<file path="src/rtl/issue_scoreboard_pkg.sv">
// Shared types and widths for the issue scoreboard: register-address width,
// the default sequence-number width and the decode allocation request payload.
package issue_scoreboard_pkg;

  localparam int unsigned SEQ_NUM_BITS_DEF = 5;
  localparam int unsigned REG_ADDR_BITS    = 5;
  localparam int unsigned NUM_REGS         = 1 << REG_ADDR_BITS;

  typedef logic [REG_ADDR_BITS-1:0] t_reg_addr;

  typedef struct packed {
    t_reg_addr rs1;
    t_reg_addr rs2;
    logic      rs1_en;
    logic      rs2_en;
    t_reg_addr waddr;
    logic      wen;
  } t_sb_alloc;

  // A register operand only matters when enabled and not x0.
  function automatic logic reg_used(input t_reg_addr addr, input logic en);
    return en && (addr != '0);
  endfunction

endpackage

</file>
<file path="src/rtl/issue_scoreboard_if.sv">
// Decode/writeback-facing bundle of the issue scoreboard.
// master = decode/writeback side, slave = scoreboard.
interface issue_scoreboard_if
  import issue_scoreboard_pkg::*;
#(
  parameter int unsigned p_seq_num_bits = SEQ_NUM_BITS_DEF
) ();

  logic                      alloc_val;
  logic                      alloc_rdy;
  t_reg_addr                 alloc_rs1;
  t_reg_addr                 alloc_rs2;
  logic                      alloc_rs1_en;
  logic                      alloc_rs2_en;
  t_reg_addr                 alloc_waddr;
  logic                      alloc_wen;
  logic [p_seq_num_bits-1:0] alloc_seq_num;
  logic                      complete_val;
  logic [p_seq_num_bits-1:0] complete_seq_num;
  t_reg_addr                 complete_waddr;
  logic                      complete_wen;
  logic                      empty;

  modport master (
    output alloc_val, alloc_rs1, alloc_rs2, alloc_rs1_en, alloc_rs2_en,
           alloc_waddr, alloc_wen,
           complete_val, complete_seq_num, complete_waddr, complete_wen,
    input  alloc_rdy, alloc_seq_num, empty
  );

  modport slave (
    input  alloc_val, alloc_rs1, alloc_rs2, alloc_rs1_en, alloc_rs2_en,
           alloc_waddr, alloc_wen,
           complete_val, complete_seq_num, complete_waddr, complete_wen,
    output alloc_rdy, alloc_seq_num, empty
  );

endinterface

</file>
<file path="src/rtl/issue_scoreboard_seq_num_ring.sv">
// In-order sequence-number ring: allocates at tail, marks completions done,
// and retires at most one done head entry per cycle.
module seq_num_ring #(
  parameter int unsigned p_seq_num_bits = 5
) (
  input  logic                      clk,
  input  logic                      rst,
  input  logic                      alloc,
  input  logic                      complete_val,
  input  logic [p_seq_num_bits-1:0] complete_seq_num,
  output logic                      complete_ok,
  output logic                      full,
  output logic                      empty,
  output logic [p_seq_num_bits-1:0] tail
);

  localparam int unsigned DEPTH    = 1 << p_seq_num_bits;
  localparam int unsigned CNT_BITS = p_seq_num_bits + 1;

  logic [DEPTH-1:0]          in_flight;
  logic [DEPTH-1:0]          done;
  logic [p_seq_num_bits-1:0] head;
  logic [p_seq_num_bits-1:0] tail_q;
  logic [CNT_BITS-1:0]       count;
  logic                      retire;

  assign complete_ok = complete_val && in_flight[complete_seq_num];
  assign retire      = in_flight[head] && done[head];
  assign full        = (count == CNT_BITS'(DEPTH));
  assign empty       = (count == '0);
  assign tail        = tail_q;

  // Retire is applied last so it wins over a duplicate completion of the head.
  always_ff @(posedge clk) begin
    if (rst) begin
      in_flight <= '0;
      done      <= '0;
      head      <= '0;
      tail_q    <= '0;
      count     <= '0;
    end else begin
      if (alloc) begin
        in_flight[tail_q] <= 1'b1;
        done[tail_q]      <= 1'b0;
        tail_q            <= tail_q + p_seq_num_bits'(1);
      end
      if (complete_ok) begin
        done[complete_seq_num] <= 1'b1;
      end
      if (retire) begin
        in_flight[head] <= 1'b0;
        done[head]      <= 1'b0;
        head            <= head + p_seq_num_bits'(1);
      end
      case ({alloc, retire})
        2'b10:   count <= count + CNT_BITS'(1);
        2'b01:   count <= count - CNT_BITS'(1);
        default: count <= count;
      endcase
    end
  end

`ifndef SYNTHESIS
  always_ff @(posedge clk) begin
    if (!rst && complete_val) begin
      assert (in_flight[complete_seq_num])
        else $error("seq_num_ring: completion of seq %0d which is not in flight", complete_seq_num);
    end
  end
`endif

endmodule

</file>
<file path="src/rtl/issue_scoreboard.sv">
// Issue scoreboard: program-order seq allocation, per-register pending writer
// table and RAW/full issue gating. Optional ISSUE_SCOREBOARD_BYPASS_EN lets a
// same-cycle completion unblock its dependent instruction.
module issue_scoreboard
  import issue_scoreboard_pkg::*;
#(
  parameter int unsigned p_seq_num_bits = SEQ_NUM_BITS_DEF
) (
  input logic               clk,
  input logic               rst,
  issue_scoreboard_if.slave sb
);

  t_sb_alloc                 req;
  logic [NUM_REGS-1:0]       pend;
  logic [p_seq_num_bits-1:0] writer [NUM_REGS];
  logic                      complete_ok;
  logic                      full;
  logic                      ring_empty;
  logic [p_seq_num_bits-1:0] tail;
  logic                      clr;
  logic                      set;
  logic                      fire;
  logic                      rs1_busy;
  logic                      rs2_busy;
  logic                      hazard;

  assign req = '{rs1:    sb.alloc_rs1,
                 rs2:    sb.alloc_rs2,
                 rs1_en: sb.alloc_rs1_en,
                 rs2_en: sb.alloc_rs2_en,
                 waddr:  sb.alloc_waddr,
                 wen:    sb.alloc_wen};

  seq_num_ring #(.p_seq_num_bits(p_seq_num_bits)) u_ring (
    .clk              (clk),
    .rst              (rst),
    .alloc            (fire),
    .complete_val     (sb.complete_val),
    .complete_seq_num (sb.complete_seq_num),
    .complete_ok      (complete_ok),
    .full             (full),
    .empty            (ring_empty),
    .tail             (tail)
  );

  // Only the newest writer of a register may clear its pending bit.
  assign clr = complete_ok && sb.complete_wen && pend[sb.complete_waddr]
               && (writer[sb.complete_waddr] == sb.complete_seq_num);

  always_comb begin
    rs1_busy = reg_used(req.rs1, req.rs1_en) && pend[req.rs1];
    rs2_busy = reg_used(req.rs2, req.rs2_en) && pend[req.rs2];
`ifdef ISSUE_SCOREBOARD_BYPASS_EN
    if (clr && (sb.complete_waddr == req.rs1)) rs1_busy = 1'b0;
    if (clr && (sb.complete_waddr == req.rs2)) rs2_busy = 1'b0;
`endif
    hazard = rs1_busy || rs2_busy;
  end

  assign sb.alloc_rdy     = !full && !hazard;
  assign sb.alloc_seq_num = tail;
  assign sb.empty         = ring_empty;

  assign fire = sb.alloc_val && sb.alloc_rdy;
  assign set  = fire && reg_used(req.waddr, req.wen);

  // Allocation is applied after the clear so a new writer wins a same-register race.
  always_ff @(posedge clk) begin
    if (rst) begin
      pend <= '0;
      for (int i = 0; i < int'(NUM_REGS); i++) begin
        writer[i] <= '0;
      end
    end else begin
      if (clr) begin
        pend[sb.complete_waddr] <= 1'b0;
      end
      if (set) begin
        pend[req.waddr]   <= 1'b1;
        writer[req.waddr] <= tail;
      end
    end
  end

endmodule

</file>
<file path="src/flat_wrapper.sv">
// flat-port wrapper written by rule: the top's interface ports become plain ports
module issue_scoreboard_flat import issue_scoreboard_pkg::*;
#(
  parameter int unsigned p_seq_num_bits = SEQ_NUM_BITS_DEF
)
  (clk, rst, sb_alloc_val, sb_alloc_rs1, sb_alloc_rs2, sb_alloc_rs1_en, sb_alloc_rs2_en, sb_alloc_waddr, sb_alloc_wen, sb_complete_val, sb_complete_seq_num, sb_complete_waddr, sb_complete_wen, sb_alloc_rdy, sb_alloc_seq_num, sb_empty);
  issue_scoreboard_if #(.p_seq_num_bits(p_seq_num_bits)) sb_i ();
  input logic clk;
  input logic rst;
  input wire logic [$bits(sb_i.alloc_val)-1:0] sb_alloc_val;
  input wire logic [$bits(sb_i.alloc_rs1)-1:0] sb_alloc_rs1;
  input wire logic [$bits(sb_i.alloc_rs2)-1:0] sb_alloc_rs2;
  input wire logic [$bits(sb_i.alloc_rs1_en)-1:0] sb_alloc_rs1_en;
  input wire logic [$bits(sb_i.alloc_rs2_en)-1:0] sb_alloc_rs2_en;
  input wire logic [$bits(sb_i.alloc_waddr)-1:0] sb_alloc_waddr;
  input wire logic [$bits(sb_i.alloc_wen)-1:0] sb_alloc_wen;
  input wire logic [$bits(sb_i.complete_val)-1:0] sb_complete_val;
  input wire logic [$bits(sb_i.complete_seq_num)-1:0] sb_complete_seq_num;
  input wire logic [$bits(sb_i.complete_waddr)-1:0] sb_complete_waddr;
  input wire logic [$bits(sb_i.complete_wen)-1:0] sb_complete_wen;
  output wire logic [$bits(sb_i.alloc_rdy)-1:0] sb_alloc_rdy;
  output wire logic [$bits(sb_i.alloc_seq_num)-1:0] sb_alloc_seq_num;
  output wire logic [$bits(sb_i.empty)-1:0] sb_empty;
  assign sb_i.alloc_val = sb_alloc_val;
  assign sb_i.alloc_rs1 = sb_alloc_rs1;
  assign sb_i.alloc_rs2 = sb_alloc_rs2;
  assign sb_i.alloc_rs1_en = sb_alloc_rs1_en;
  assign sb_i.alloc_rs2_en = sb_alloc_rs2_en;
  assign sb_i.alloc_waddr = sb_alloc_waddr;
  assign sb_i.alloc_wen = sb_alloc_wen;
  assign sb_i.complete_val = sb_complete_val;
  assign sb_i.complete_seq_num = sb_complete_seq_num;
  assign sb_i.complete_waddr = sb_complete_waddr;
  assign sb_i.complete_wen = sb_complete_wen;
  assign sb_alloc_rdy = sb_i.alloc_rdy;
  assign sb_alloc_seq_num = sb_i.alloc_seq_num;
  assign sb_empty = sb_i.empty;
  issue_scoreboard #(.p_seq_num_bits(p_seq_num_bits)) u_core (.clk(clk), .rst(rst), .sb(sb_i));
endmodule
</file>
<file path="config.mk">
export PLATFORM = sky130hd
export DESIGN_NAME = issue_scoreboard_flat
export DESIGN_NICKNAME = d
export VERILOG_FILES = /design/src/rtl/issue_scoreboard_pkg.sv /design/src/rtl/issue_scoreboard_if.sv /design/src/rtl/issue_scoreboard_seq_num_ring.sv /design/src/rtl/issue_scoreboard.sv /design/src/flat_wrapper.sv
export SDC_FILE = /design/constraint.sdc
export NUM_CORES = 1
export LEC_CHECK = 0
export ABC_AREA = 1
export CAP_MARGIN = 15
export CORE_MARGIN = 2
export CORE_UTILIZATION = 31
export DETAILED_ROUTE_END_ITERATION = 7
export PLACE_DENSITY = 0.46
export SYNTH_ARGS = -nofsm -noshare
export SYNTH_HDL_FRONTEND = slang
export SYNTH_HIERARCHICAL = 1
export SYNTH_SLANG_ARGS = --single-unit
</file>
<file path="constraint.sdc">
create_clock -name clk -period 3.6 [get_ports clk]
set_clock_uncertainty 0.15 [all_clocks]
set_input_delay 0.72 -clock clk [delete_from_list [all_inputs] [get_ports clk]]
set_output_delay 0.72 -clock clk [all_outputs]
set_load 0.005 [all_outputs]
</file>
Yosys cells after proc, flatten, opt, wreduce, memory -nomap -nowiden
Memories as Yosys holds them, arrays and structs flattened.
Index checks and enable logic that the tools add are counted.
{"block": "word_totals", "regBits": 112, "ramBits": 160, "inputBits": 33, "output_inout_bits": 7, "n_memories": 1}
{"block": "op_classes", "add_sub_neg": 4, "order_cmp": 12, "n_eq_ne": 4, "muxes": 42, "n_bitwise": 10, "n_reduce_logical": 27}
{"memory": "u_core.writer", "words": 32, "width": 5, "read_ports": 1, "rd_clocked_by_memory_dff": 0, "wr": 32, "line": "issue_scoreboard.sv:16", "rtl": "logic [p_seq_num_bits-1:0] writer [NUM_REGS];"}
{"cell": "$mux W32", "n": 11}
{"cell": "$and A32 B32 Y32", "n": 4}
{"cell": "$not A32 Y32", "n": 3}
{"cell": "$or A32 B32 Y32", "n": 3}
{"cell": "$lt A5 B6 Y1 const B", "n": 7}
{"cell": "$bmux W1 S5", "n": 6}
{"cell": "$demux W1 S5", "n": 5}
{"cell": "$ge A5 B1 Y1 const B", "n": 5}
{"cell": "$logic_and A1 B1 Y1", "n": 18}
{"cell": "$mux W1", "n": 17}
{"cell": "$reduce_bool A5 Y1", "n": 3}
{"cell": "$pmux W6 S2", "n": 1}
{"cell": "$add A5 B1 Y5 const B", "n": 2}
{"cell": "$mux W5", "n": 2}
{"cell": "$add A6 B1 Y6 const B", "n": 1}
{"cell": "$eq A6 B6 Y1 const B", "n": 1}
{"cell": "$logic_not A6 Y1", "n": 1}
{"cell": "$sub A6 B1 Y6 const B", "n": 1}
{"cell": "$eq A5 B5 Y1", "n": 1}
{"cell": "$reduce_or A5 Y1", "n": 1}
{"cell": "$eq A2 B1 Y1 const B", "n": 1}
{"cell": "$eq A2 B2 Y1 const B", "n": 1}
{"cell": "$logic_not A1 Y1", "n": 2}
{"cell": "$reduce_bool A2 Y1", "n": 1}
{"cell": "$logic_or A1 B1 Y1", "n": 1}

Logic depth before layout (Yosys ltp)
Gate-level depths: netlist of the first run.
{"block": "depth", "depth_word": 14, "depth_mapped": 25, "depth_no_buf": 23}

By module
The synthesis of the first run kept the hierarchy.
{"module": "issue_scoreboard", "n_inst": 1, "cells_each": 1398, "area_each_um2": 10956.8, "seq_area_each_um2": 5445.2}
{"module": "seq_num_ring", "n_inst": 1, "cells_each": 876, "area_each_um2": 5193.7, "seq_area_each_um2": 1601.5}

Worst setup path before layout of the first run
No wires, ideal clock.
{"block": "synth_timing", "path_kind": "in2reg", "startpoint": "in sb_alloc_rs1[0]", "endpoint": "reg u_core.u_ring.count[4]", "setup_time_ps": 115, "arrival_time_ps": 3600, "required_ps": 3335, "slack_ps": -266, "cell_stages": 23, "cell_sequence": "buf_2 -> buf_2 -> nand2_1 -> o211ai_1 -> nand3_1 -> nand3_1 -> nand3_1 -> nand3_1 -> nand2_1 -> nor3b_1 -> inv_1 -> ha_1 -> buf_2 -> xnor2_1 -> inv_1 -> ha_1 -> inv_1 -> nand2_1 -> a21boi_0 -> o21ai_0 -> xnor2_1 -> o21ai_0 -> inv_1"}
{"block": "synth_via", "elab_chain_cells": 9, "word_cells_on_any_way": 13, "cone_classes": "eq/ne (2); mux (3); reduce/logical (8)"}
{"element": "start: declaration", "line": "flat_wrapper.sv:11", "rtl": "input wire logic [$bits(sb_i.alloc_rs1)-1:0] sb_alloc_rs1;"}
{"element": "$bmux W1 S5 / $reduce_bool A5 Y1 (equally long branches)", "line": "issue_scoreboard.sv:52, issue_scoreboard_pkg.sv:22"}
{"element": "$mux W1 (implied by the code) / $logic_and A1 B1 Y1 (equally long branches)", "line": "issue_scoreboard.sv:52, issue_scoreboard_pkg.sv:22"}
{"element": "$logic_and A1 B1 Y1 *", "line": "issue_scoreboard.sv:52", "rtl": "rs1_busy = reg_used(req.rs1, req.rs1_en) && pend[req.rs1];"}
{"element": "$logic_or A1 B1 Y1 *", "line": "issue_scoreboard.sv:58", "rtl": "hazard = rs1_busy || rs2_busy;"}
{"element": "$logic_not A1 Y1 *", "line": "issue_scoreboard.sv:61", "rtl": "assign sb.alloc_rdy = !full && !hazard;"}
{"element": "$logic_and A1 B1 Y1 *", "line": "issue_scoreboard.sv:61"}
{"element": "$logic_and A1 B1 Y1 *", "line": "issue_scoreboard.sv:65", "rtl": "assign fire = sb.alloc_val && sb.alloc_rdy;"}
{"element": "via u_core.fire", "line": "issue_scoreboard.sv:23", "rtl": "logic fire;"}
{"element": "$eq A2 B1 Y1 / $eq A2 B2 Y1 (equally long branches)", "line": "issue_scoreboard_seq_num_ring.sv:55", "rtl": "case ({alloc, retire})"}
{"element": "$pmux W6 S2 / $reduce_bool A2 Y1 (equally long branches)"}
{"element": "end signal: assignment", "line": "issue_scoreboard_seq_num_ring.sv:56", "rtl": "2'b10: count <= count + CNT_BITS'(1);"}
{"element": "end signal: assignment", "line": "issue_scoreboard_seq_num_ring.sv:57", "rtl": "2'b01: count <= count - CNT_BITS'(1);"}
{"element": "end signal: assignment", "line": "issue_scoreboard_seq_num_ring.sv:58", "rtl": "default: count <= count;"}
{"element": "end: declaration", "line": "issue_scoreboard_seq_num_ring.sv:24", "rtl": "logic [CNT_BITS-1:0] count;"}
The timed path passes the listed nets; every way through them passes the cells marked *. The select of a mux whose other input is x is not followed.
A chain may end at the register's enable or synchronous reset.

Worst setup path after layout of the first run
{"block": "layout_timing", "startpoint": "in sb_alloc_rs1[3]", "endpoint": "out sb_alloc_rdy"}
{"block": "layout_via", "elab_chain_cells": 6, "word_cells_on_any_way": 8, "cone_classes": "mux (2); reduce/logical (6)"}
{"element": "$bmux W1 S5 / $reduce_bool A5 Y1 (equally long branches)", "line": "issue_scoreboard.sv:52, issue_scoreboard_pkg.sv:22"}
{"element": "$mux W1 (implied by the code) / $logic_and A1 B1 Y1 (equally long branches)", "line": "issue_scoreboard.sv:52, issue_scoreboard_pkg.sv:22"}
{"element": "$logic_and A1 B1 Y1 *", "line": "issue_scoreboard.sv:52"}
{"element": "$logic_or A1 B1 Y1 *", "line": "issue_scoreboard.sv:58"}
{"element": "$logic_not A1 Y1 *", "line": "issue_scoreboard.sv:61"}
{"element": "$logic_and A1 B1 Y1 *", "line": "issue_scoreboard.sv:61"}
{"element": "end: declaration", "line": "flat_wrapper.sv:21", "rtl": "output wire logic [$bits(sb_i.alloc_rdy)-1:0] sb_alloc_rdy;"}
Every way passes the cells marked *; elsewhere a longest branch is shown, timed or not. The select of a mux whose other input is x is not followed.

==> impl_metrics.json, run 1 <==
{
  "drcViolationCount": 0,
  "drtIter0Drc": 1348,
  "rr_worst_depth": 19,
  "worst_pin_slew_ns": 0.927,
  "cpPeakStageDelay_ns": 0.54,
  "power.density_nw_per_um2": 401,
  "fp.dieW_um": 232,
  "path_cells": "clkdlybuf4s50_1 > nor2_1 > nand2_1 > o21ai_0 > a21oi_1 > nand3_1 > nand3_2 > nand2_2 > buf_4 > nor2_4 > dlygate4sd2_1",
  "grt_pass1_vias": 14608,
  "dpl-instance-area_um2": 18000,
  "grt_usage_pct": 21.0,
  "min_from": "u_core/pend[0]$_SDFF_PP0_",
  "io_pins": 40,
  "clockRootBuffer": "clkbuf_16",
  "post-cts-setup-buffers": 0,
  "htreeDepth": 2,
  "whs_path_depth": 2,
  "clk_pin_slew_ns": 0.06,
  "dr_total_vias": 15110,
  "rows": 83,
  "power_leakage_nw": 8.03,
  "routed_wl_mm": 56.2,
  "crit_buf_inv": 3,
  "vdd_drop_max_mv": 0.266,
  "slowest_stage": "clkdlybuf4s50_1",
  "synth_edf_count": 160,
  "end_kind": "output port",
  "async_flop_share_pct": 0,
  "cts_inserted_buffers": 35,
  "p_total_mw": 7.68,
  "ys_warn_count": 6,
  "grt_pass1_wl_mm": 86.3,
  "critPathTopFamily": "buffers and inverters",
  "ctsHoldBuffers": 0,
  "num_antenna_cells": 0,
  "antenna_found_initial": 0,
  "holdCritPathClass": "reg -> reg",
  "cap_violations": 0,
  "initial_core_util_pct": 31.4,
  "core_region_area_um2": 51400,
  "ys_ff_latch": 272,
  "max_slew_margin_pct": 38.1,
  "cp_data_arrival_time_ns": 2.56,
  "crit_path_max_fanout": 4,
  "yosysTopAreaCellShare_pct": 29.7,
  "finalHoldViolCount": 0,
  "die-area_um2": 53900,
  "die_h_um": 232,
  "finalSetupTns_ns": 0,
  "gr-total-overflow": 0,
  "stdcell_count": 3080,
  "wl_per_cell_um": 18.2,
  "yosysMostFrequentCell": "nand2_1",
  "cts_tree": "built",
  "regArea_um2": 7050,
  "synth_ff_type": "edfxtp_1",
  "syn-instance-count": 2274,
  "setup_viol": 0,
  "synth.avg_cell_area_um2": 7.10,
  "fin_crit_ns": 3.43,
  "rsz0062_at_grt": "false",
  "worstReg2RegEnd": "u_core/u_ring/count[4]$_SDFFE_PP0P_",
  "synth_area_leaders": "edfxtp_1 30%, nand2_1 20%, dfxtp_1 14%",
  "synth_seq_area_share_pct": 43.6,
  "clock_latency_ns": 0.56,
  "firstDrtPassIters": 5,
  "worstPathRequired_ns": 2.73,
  "reg2reg_from": "u_core/u_ring/head[2]$_SDFFE_PP0N_",
  "yosys.area.top_type": "edfxtp_1",
  "synth_commonest_cells": "865 x nand2_1, 423 x nor2_1, 160 x edfxtp_1, 153 x inv_1, 112 x dfxtp_1",
  "fmax_mhz": 292,
  "synth_area_um2": 16200,
  "place_congestion": 0.877,
  "nFillCells": 5466,
  "timing.critical_path.from_type": "primary input",
  "io_buffers": 39,
  "hpwl_mm": 38.8,
  "ys_types": 42,
  "post_drt_via_cell_ratio": 4.91,
  "cts_sinks": 272,
  "status": "finished clean",
  "final_nets": 2419,
  "placed_cells": 3015,
  "antenna_left": 0,
  "grt_max_degree": 60,
  "finalMaxSlewViolations": 0,
  "r2r_setup_slack_ns": 0.41,
  "finalCritPeriodShare_pct": 95.3,
  "multi_input_area_um2": 7840,
  "final_core_util_pct": 37.3,
  "path_class": "in -> out",
  "clockBufferDepth": 3,
  "postLayoutCellArea_um2": 19200,
  "whs_endpoint": "u_core/pend[0]$_SDFF_PP0_",
  "drive_gt1_share_pct": 11.7,
  "syn_to_final_growth_pct": 18.8
}
[timing repair]
action                                  4_1_cts  5_1_grt
endpoints found under the setup margin        1        5
gates resized for setup                       3       18
pin swaps                                     1        2
gates cloned                                  0        3
[how the worst max path moves through the flow]
| stage | start | end | slack [ns] | cells past startpoint |
|---|---|---|---|---|
| after floorplan | sb_alloc_rs1[0] | u_core/u_ring/count[4]$_SDFFE_PP0P_ | 0.02 | 22 |
| after global placement | sb_alloc_rs1[0] | u_core/u_ring/count[4]$_SDFFE_PP0P_ | -0.63 | 22 |
| after detailed placement | sb_alloc_rs1[0] | u_core/u_ring/count[4]$_SDFFE_PP0P_ | -0.57 | 22 |
| after CTS | sb_alloc_rs1[0] | sb_alloc_rdy | 0.02 | 12 |
| after global routing | sb_alloc_rs1[3] | u_core/u_ring/count[4]$_SDFFE_PP0P_ | 0.02 | 21 |
| final | sb_alloc_rs1[3] | sb_alloc_rdy | 0.17 | 11 |
[logic make-up after synthesis]
group	synth area share, %
XOR/XNOR	0.651
AO/OA/AOI/OAI	6.04
adder cells (fa/ha/maj)	0.852
other	0.0232
flip-flops	43.6
AND/OR/NAND/NOR	40.6
buffers and inverters	8.17
[report_power, final]
group / leakage, nW / switching (mW) / internal [mW]
Combinational: 4.94 / 0.615 / 0.285
Sequential: 2.55 / 0.0356 / 3.36
Clock: 0.536 / 1.40 / 1.99
[layer usage]
layer  track usage, %  share of wire [%]  wire length (um)  up-vias
li1                 -                  -                 -     7481
met2             32.2                 43             24300      469
met4             6.73                3.0              1690        0
met3             3.49                6.4              3620       94
met1             29.8                 47             26600     7066
met5                0                  0                 0        -
[placed cells by master, fill, tap and decap left out, types with 2 or more instances in the layout]
master	n
buf_4	121
nor2_2	5
nand2_2	5
nor2_1	421
o21ai_1	52
a21oi_1	49
xor2_1	7
inv_1	145
nor2_4	5
buf_12	18
nand2_4	3
inv_4	3
nor3_1	13
xnor2_1	4
nor3_2	11
bufinv_16	2
clkbuf_16	37
clkdlybuf4s50_1	29
nand3_1	75
dfxtp_1	112
buf_6	3
clkinv_2	6
buf_2	5
ha_1	11
edfxtp_1	160
o211ai_1	7
conb_1	5
nand4_4	29
inv_2	17
clkbuf_1	5
nand2_1	864
dlymetal6s2s_1	5
nand4_1	62
o21ai_0	69
nor4_1	3
clkinv_1	13
o2111ai_1	2
[final cells by class]
| type | instances | share of cell area [%] |
|---|---|---|
| Clock buffer | 42 | 4.87 |
| Sequential cell | 272 | 36.7 |
| Timing Repair Buffer | 183 | 8.93 |
| Clock inverter | 20 | 0.796 |
| Multi-Input combinational cell | 1714 | 40.9 |
| Inverter | 169 | 3.37 |
| Tap cell | 680 | 4.43 |
[worst register-to-register path: stages (launching register included)]
cell,delay [ns]
dfxtp_1,0.55
nand2_1,0.12
nor2_1,0.40
nand2_1,0.12
nand2_1,0.12
nor2_2,0.06
nand2_4,0.07
nand2_4,0.04
inv_1,0.18
ha_1,0.26
xnor2_2,0.13
inv_1,0.06
ha_1,0.17
inv_1,0.05
nand2_1,0.06
a21boi_0,0.16
o21ai_0,0.11
xnor2_1,0.13
o21ai_1,0.11
inv_1,0.04
[through the flow]
step / hold WS (ns) / setup slack (ns)
5_1_grt: 0.380 / 0.0237
4_1_cts: 0.338 / 0.0165
3_3_place_gp: 0.319 / -0.629
2_1_floorplan: 0.284 / 0.0245
6_report: 0.331 / 0.170
3_5_place_dp: 0.327 / -0.569
[state kept, by name (all words and copies together), names as in the netlist]
signal / flops
u_core/pend: 32
u_core/u_ring/tail: 5
u_core/u_ring/in_flight: 32
u_core/writer: 160
u_core/u_ring/head: 5
u_core/u_ring/count: 6
u_core/u_ring/done: 32
(Power assumes the default switching activity.)
==> run 2: changes to the inputs <==
--- a/config.mk
+++ b/config.mk
@@ -7,7 +7,6 @@
 export LEC_CHECK = 0
 export ABC_AREA = 1
 export CAP_MARGIN = 15
-export CORE_MARGIN = 2
 export CORE_UTILIZATION = 31
 export DETAILED_ROUTE_END_ITERATION = 7
 export PLACE_DENSITY = 0.46
==> impl_metrics.json, run 2 (synthesized netlist as in run 1, its figures left out) <==
{
  "largest_reg_flops": 160,
  "path_class": "in -> out",
  "drcViolationCount": 0,
  "drive_gt1_share_pct": 12.8,
  "cp_data_arrival_time_ns": 2.67,
  "finalMaxSlewViolations": 0,
  "fmax_mhz": 283,
  "timing.critical_path.from_type": "primary input",
  "wl_per_cell_um": 17.9,
  "finalHoldViolCount": 0,
  "postLayoutCellArea_um2": 19400,
  "ctsHoldBuffers": 0,
  "end_kind": "output port",
  "gr-total-overflow": 0,
  "dr_total_vias": 15203,
  "finalCritPeriodShare_pct": 98.3,
  "swShare_pct": 26.7,
  "worst_pin_slew_ns": 1.11,
  "cts_sinks": 272,
  "clock_latency_ns": 0.55,
  "io_buffers": 39,
  "vdd_drop_max_mv": 0.208,
  "io_pins": 40,
  "drtIter0Drc": 1169,
  "slowest_stage": "clkdlybuf4s50_1",
  "critPathTopFamily": "buffers and inverters",
  "crit_buf_inv": 6,
  "cts_inserted_buffers": 35,
  "crit_path_max_fanout": 3,
  "die-area_um2": 53000,
  "layout_common_cells": "864 x nand2_1, 422 x nor2_1, 160 x edfxtp_1, 147 x inv_1, 145 x buf_4",
  "cts_tree": "built",
  "rows": 83,
  "core_region_area_um2": 51400,
  "grt_max_degree": 65,
  "p_int_mw": 5.60,
  "status": "finished clean",
  "power_leakage_nw": 8.15,
  "routed_wl_mm": 55.6,
  "num_antenna_cells": 0,
  "fp.dieW_um": 230,
  "hpwl_mm": 38.5,
  "clk_pin_slew_ns": 0.05,
  "grt_pass1_wl_mm": 85.9,
  "syn_to_final_growth_pct": 20.2,
  "power.switching_mw": 2.05,
  "fin_crit_ns": 3.54,
  "clockBufferDepth": 3,
  "initial_core_util_pct": 31.4,
  "final_nets": 2445,
  "grt_usage_pct": 21.0,
  "dpl-instance-area_um2": 18300,
  "antenna_left": 0,
  "cap_violations": 0,
  "cpPeakStageDelay_ns": 0.44,
  "worstPathRequired_ns": 2.73,
  "clockRootBuffer": "clkbuf_16",
  "path_cells": "clkdlybuf4s50_1 > nor2_1 > inv_1 > o41ai_1 > inv_1 > nand2_1 > nor2_4 > buf_4 > buf_4 > nor2_4 > dlygate4sd2_1",
  "p_total_mw": 7.65,
  "grt_pass1_vias": 14507,
  "max_slew_margin_pct": 25.8,
  "power.density_nw_per_um2": 394,
  "p_seq_share_pct": 44.4,
  "htreeDepth": 2,
  "power_frac_comb_pct": 11.7,
  "post_drt_via_cell_ratio": 4.89,
  "setup_viol": 0,
  "antenna_found_initial": 1,
  "regMostFlops": "u_core/writer",
  "place_congestion": 0.856,
  "holdCritPathClass": "reg -> reg",
  "firstDrtPassIters": 6,
  "clkPwrFrac_pct": 43.9,
  "mostFrequentLayoutCell": "nand2_1",
  "die_h_um": 230
}
-- run 2: cell types whose count changed in the layout (fill, tap and decap cells not counted), sizes merged, moves of 2 or more --
cell,before,now
buf,147,173
clkdlybuf4s15,0,2
clkinv,20,17
dlymetal6s2s,5,1
inv,166,168
-- run 2: layout make-up --
type / count / area [um^2]
clock inverter: 18 / 118
fill: 5478 / 32000
timing repair buffer: 209 / 1960
tap: 680 / 851
inverter: 169 / 642
clock buffer: 44 / 960
sequential: 272 / 7050
multi-input combinational: 1714 / 7840
-- run 2: routing by layer --
metal / vias up / global-route usage, % / routed length (um)
met4: 0 / 4.55 / 929
li1: 7530 / - / -
met3: 63 / 3.05 / 2960
met2: 417 / 32.4 / 24400
met1: 7193 / 30.7 / 27300
met5: - / 0 / 0
-- run 2: worst paths after layout --
kind                                     startpoint                                     end  slack, ns  cells past startpoint
max                                 sb_alloc_rs2[2]                            sb_alloc_rdy       0.06                     11
min reg2reg  u_core/u_ring/in_flight[30]$_SDFF_PP0_  u_core/u_ring/in_flight[30]$_SDFF_PP0_       0.34                      2
min          u_core/u_ring/in_flight[30]$_SDFF_PP0_  u_core/u_ring/in_flight[30]$_SDFF_PP0_       0.34                      2
max reg2reg      u_core/u_ring/head[2]$_SDFFE_PP0N_     u_core/u_ring/count[4]$_SDFFE_PP0P_       0.44                     19
-- run 2: repair_timing --
item                       in CTS  in global routing
buffers inserted                0                  0
cloned                          1                  0
pin swaps                       2                  3
resized for setup              10                 11
setup endpoints to repair       2                  5
-- run 2: per-stage QoR --
stage          setup slack (ns)  utilization (%)  setup TNS (ns)  hold slack, ns  cells
2_1_floorplan            0.0245                -               0           0.284   2278
3_3_place_gp             -0.650             35.5          -49.46           0.320   3043
3_5_place_dp             -0.671             35.5          -56.98           0.331   3043
4_1_cts                  0.0436             37.7               0           0.341   3106
5_1_grt                 -0.0145             37.8         -0.0145           0.373   3106
6_report                 0.0612             37.8               0           0.340   3106
-- run 2: tightest hold or removal path: stages, from the launching register on --
cell	delay, ns
dfxtp_1	0.33
nor2_1	0.05
nor2_1	0.08
-- run 2: power by group through the flow --
stage	clock, mW	combinational (mW)	sequential (mW)
after detailed placement	0	0.880	3.47
after global placement	0	0.878	3.46
final	3.36	0.894	3.40
after CTS	3.45	0.889	3.40
after global routing	3.56	0.971	3.41
after floorplan	0	0.519	3.45
==> run 3: changes to the inputs <==
--- a/config.mk
+++ b/config.mk
@@ -10,6 +10,7 @@
 export CORE_UTILIZATION = 31
 export DETAILED_ROUTE_END_ITERATION = 7
 export PLACE_DENSITY = 0.46
+export SETUP_SLACK_MARGIN = 0.02
 export SYNTH_ARGS = -nofsm -noshare
 export SYNTH_HDL_FRONTEND = slang
 export SYNTH_HIERARCHICAL = 1
==> impl_metrics.json, run 3 (synthesized netlist as in run 1, its figures left out) <==
{
  "status": "finished clean",
  "antenna_left": 0,
  "worst_pin_slew_ns": 1.11,
  "drcViolationCount": 0,
  "cap_violations": 0,
  "hpwl_mm": 38.5,
  "num_antenna_cells": 0,
  "p_total_mw": 7.65,
  "syn_to_final_growth_pct": 20.3,
  "gr-total-overflow": 0,
  "clock_latency_ns": 0.55,
  "placed_cells": 3043,
  "place_congestion": 0.856,
  "die-area_um2": 53000,
  "post_drt_via_cell_ratio": 4.90,
  "end_kind": "output port",
  "largest_reg_flops": 160,
  "drtIter0Drc": 1154,
  "clk_pin_slew_ns": 0.05,
  "layout_common_cells": "864 x nand2_1, 422 x nor2_1, 160 x edfxtp_1, 147 x inv_1, 145 x buf_4",
  "power_leakage_nw": 8.15,
  "cp_data_arrival_time_ns": 2.64,
  "setup_viol": 0,
  "cts_tree": "built",
  "path_class": "in -> out",
  "rows": 83,
  "final_nets": 2445,
  "vdd_drop_max_mv": 0.208,
  "final_core_util_pct": 37.8,
  "grt_usage_pct": 21.0,
  "initial_core_util_pct": 31.4,
  "firstDrtPassIters": 8,
  "worstPathRequired_ns": 2.73,
  "post-cts-setup-buffers": 0,
  "holdCritPathClass": "reg -> reg",
  "finalCritPeriodShare_pct": 97.4,
  "dr_total_vias": 15205,
  "cts_sinks": 272,
  "fp.dieW_um": 230,
  "postLayoutCellArea_um2": 19400,
  "wl_per_cell_um": 17.9,
  "core_region_area_um2": 51400,
  "rsz0062_at_grt": "true",
  "routed_wl_mm": 55.5,
  "io_pins": 40,
  "dpl-instance-area_um2": 18300,
  "grt_pass1_vias": 14507,
  "grt_pass1_wl_mm": 85.9,
  "grt_max_degree": 65,
  "max_slew_margin_pct": 25.7,
  "finalHoldViolCount": 0,
  "fin_crit_ns": 3.51,
  "fmax_mhz": 285,
  "mostFrequentLayoutCell": "nand2_1",
  "clockBufferDepth": 3,
  "clockRootBuffer": "clkbuf_16",
  "drive_gt1_share_pct": 12.8,
  "regMostFlops": "u_core/writer",
  "crit_path_max_fanout": 3,
  "htreeDepth": 2,
  "power.density_nw_per_um2": 394,
  "die_h_um": 230,
  "io_buffers": 39,
  "stdcell_count": 3106,
  "finalMaxSlewViolations": 0,
  "cts_inserted_buffers": 35,
  "antenna_found_initial": 1,
  "timing.critical_path.from_type": "primary input"
}
==> run 3: cell count changes in the layout (fill, tap and decap cells not counted) <==
cell,before,now
o41ai_1,1,0
o41ai_2,0,1
==> run 3: repair_timing <==
item	in CTS	in global routing
endpoints found under the setup margin	2	5
resized for setup	10	12
hold buffers	0	0
cloned	1	0
pin swaps	2	3
==> run 3: routing by layer <==
metal	GRT usage (%)	routed length, um	share of wire (%)
met3	3.05	3070	5.5
met4	4.55	898	1.6
met1	30.7	27100	49
met2	32.4	24400	44
met5	0	0	0
==> run 3: worst paths after layout <==
kind | cells after the start | slack (ns) | endpoint | startpoint
setup / recovery | 11 | 0.09 | sb_alloc_rdy | sb_alloc_rs2[2]
hold / removal | 2 | 0.34 | u_core/u_ring/in_flight[30]$_SDFF_PP0_ | u_core/u_ring/in_flight[30]$_SDFF_PP0_
setup reg to reg | 19 | 0.44 | u_core/u_ring/count[4]$_SDFFE_PP0P_ | u_core/u_ring/head[2]$_SDFFE_PP0N_
hold reg to reg | 2 | 0.34 | u_core/u_ring/in_flight[30]$_SDFF_PP0_ | u_core/u_ring/in_flight[30]$_SDFF_PP0_
==> run 3: layout make-up <==
class	instances	area, um^2
fillers	5476	32000
multi-input cells	1714	7850
flip-flops and latches	272	7050
repair buffers	209	1960
clock buffers	44	960
well taps	680	851
inverters	169	642
clock inverters	18	118
==> run 3: per-stage QoR <==
| step | setup WS (ns) | hold WS [ns] | setup TNS [ns] |
|---|---|---|---|
| 3_3_place_gp | -0.650 | 0.320 | -49.46 |
| 2_1_floorplan | 0.0245 | 0.284 | 0 |
| 6_report | 0.0923 | 0.340 | 0 |
| 3_5_place_dp | -0.671 | 0.331 | -56.98 |
| 5_1_grt | 0.0172 | 0.373 | 0 |
| 4_1_cts | 0.0436 | 0.341 | 0 |
==> run 3: where the power goes <==
group | internal, mW | total (mW) | leakage [nW] | switching [mW]
Combinational | 0.285 | 0.894 | 5.06 | 0.609
Clock | 1.96 | 3.36 | 0.536 | 1.40
Sequential | 3.36 | 3.40 | 2.55 | 0.0359
==> run 3: worst max-delay path, cell delays in order <==
cell and delay [ns]:
clkdlybuf4s50_1 0.50, nor2_1 0.08, buf_4 0.14, o2111ai_1 0.09, nand4_1 0.13, nor2_1 0.21, nor2_4 0.06, buf_4 0.16
buf_4 0.14, nor2_4 0.14, dlygate4sd2_1 0.26
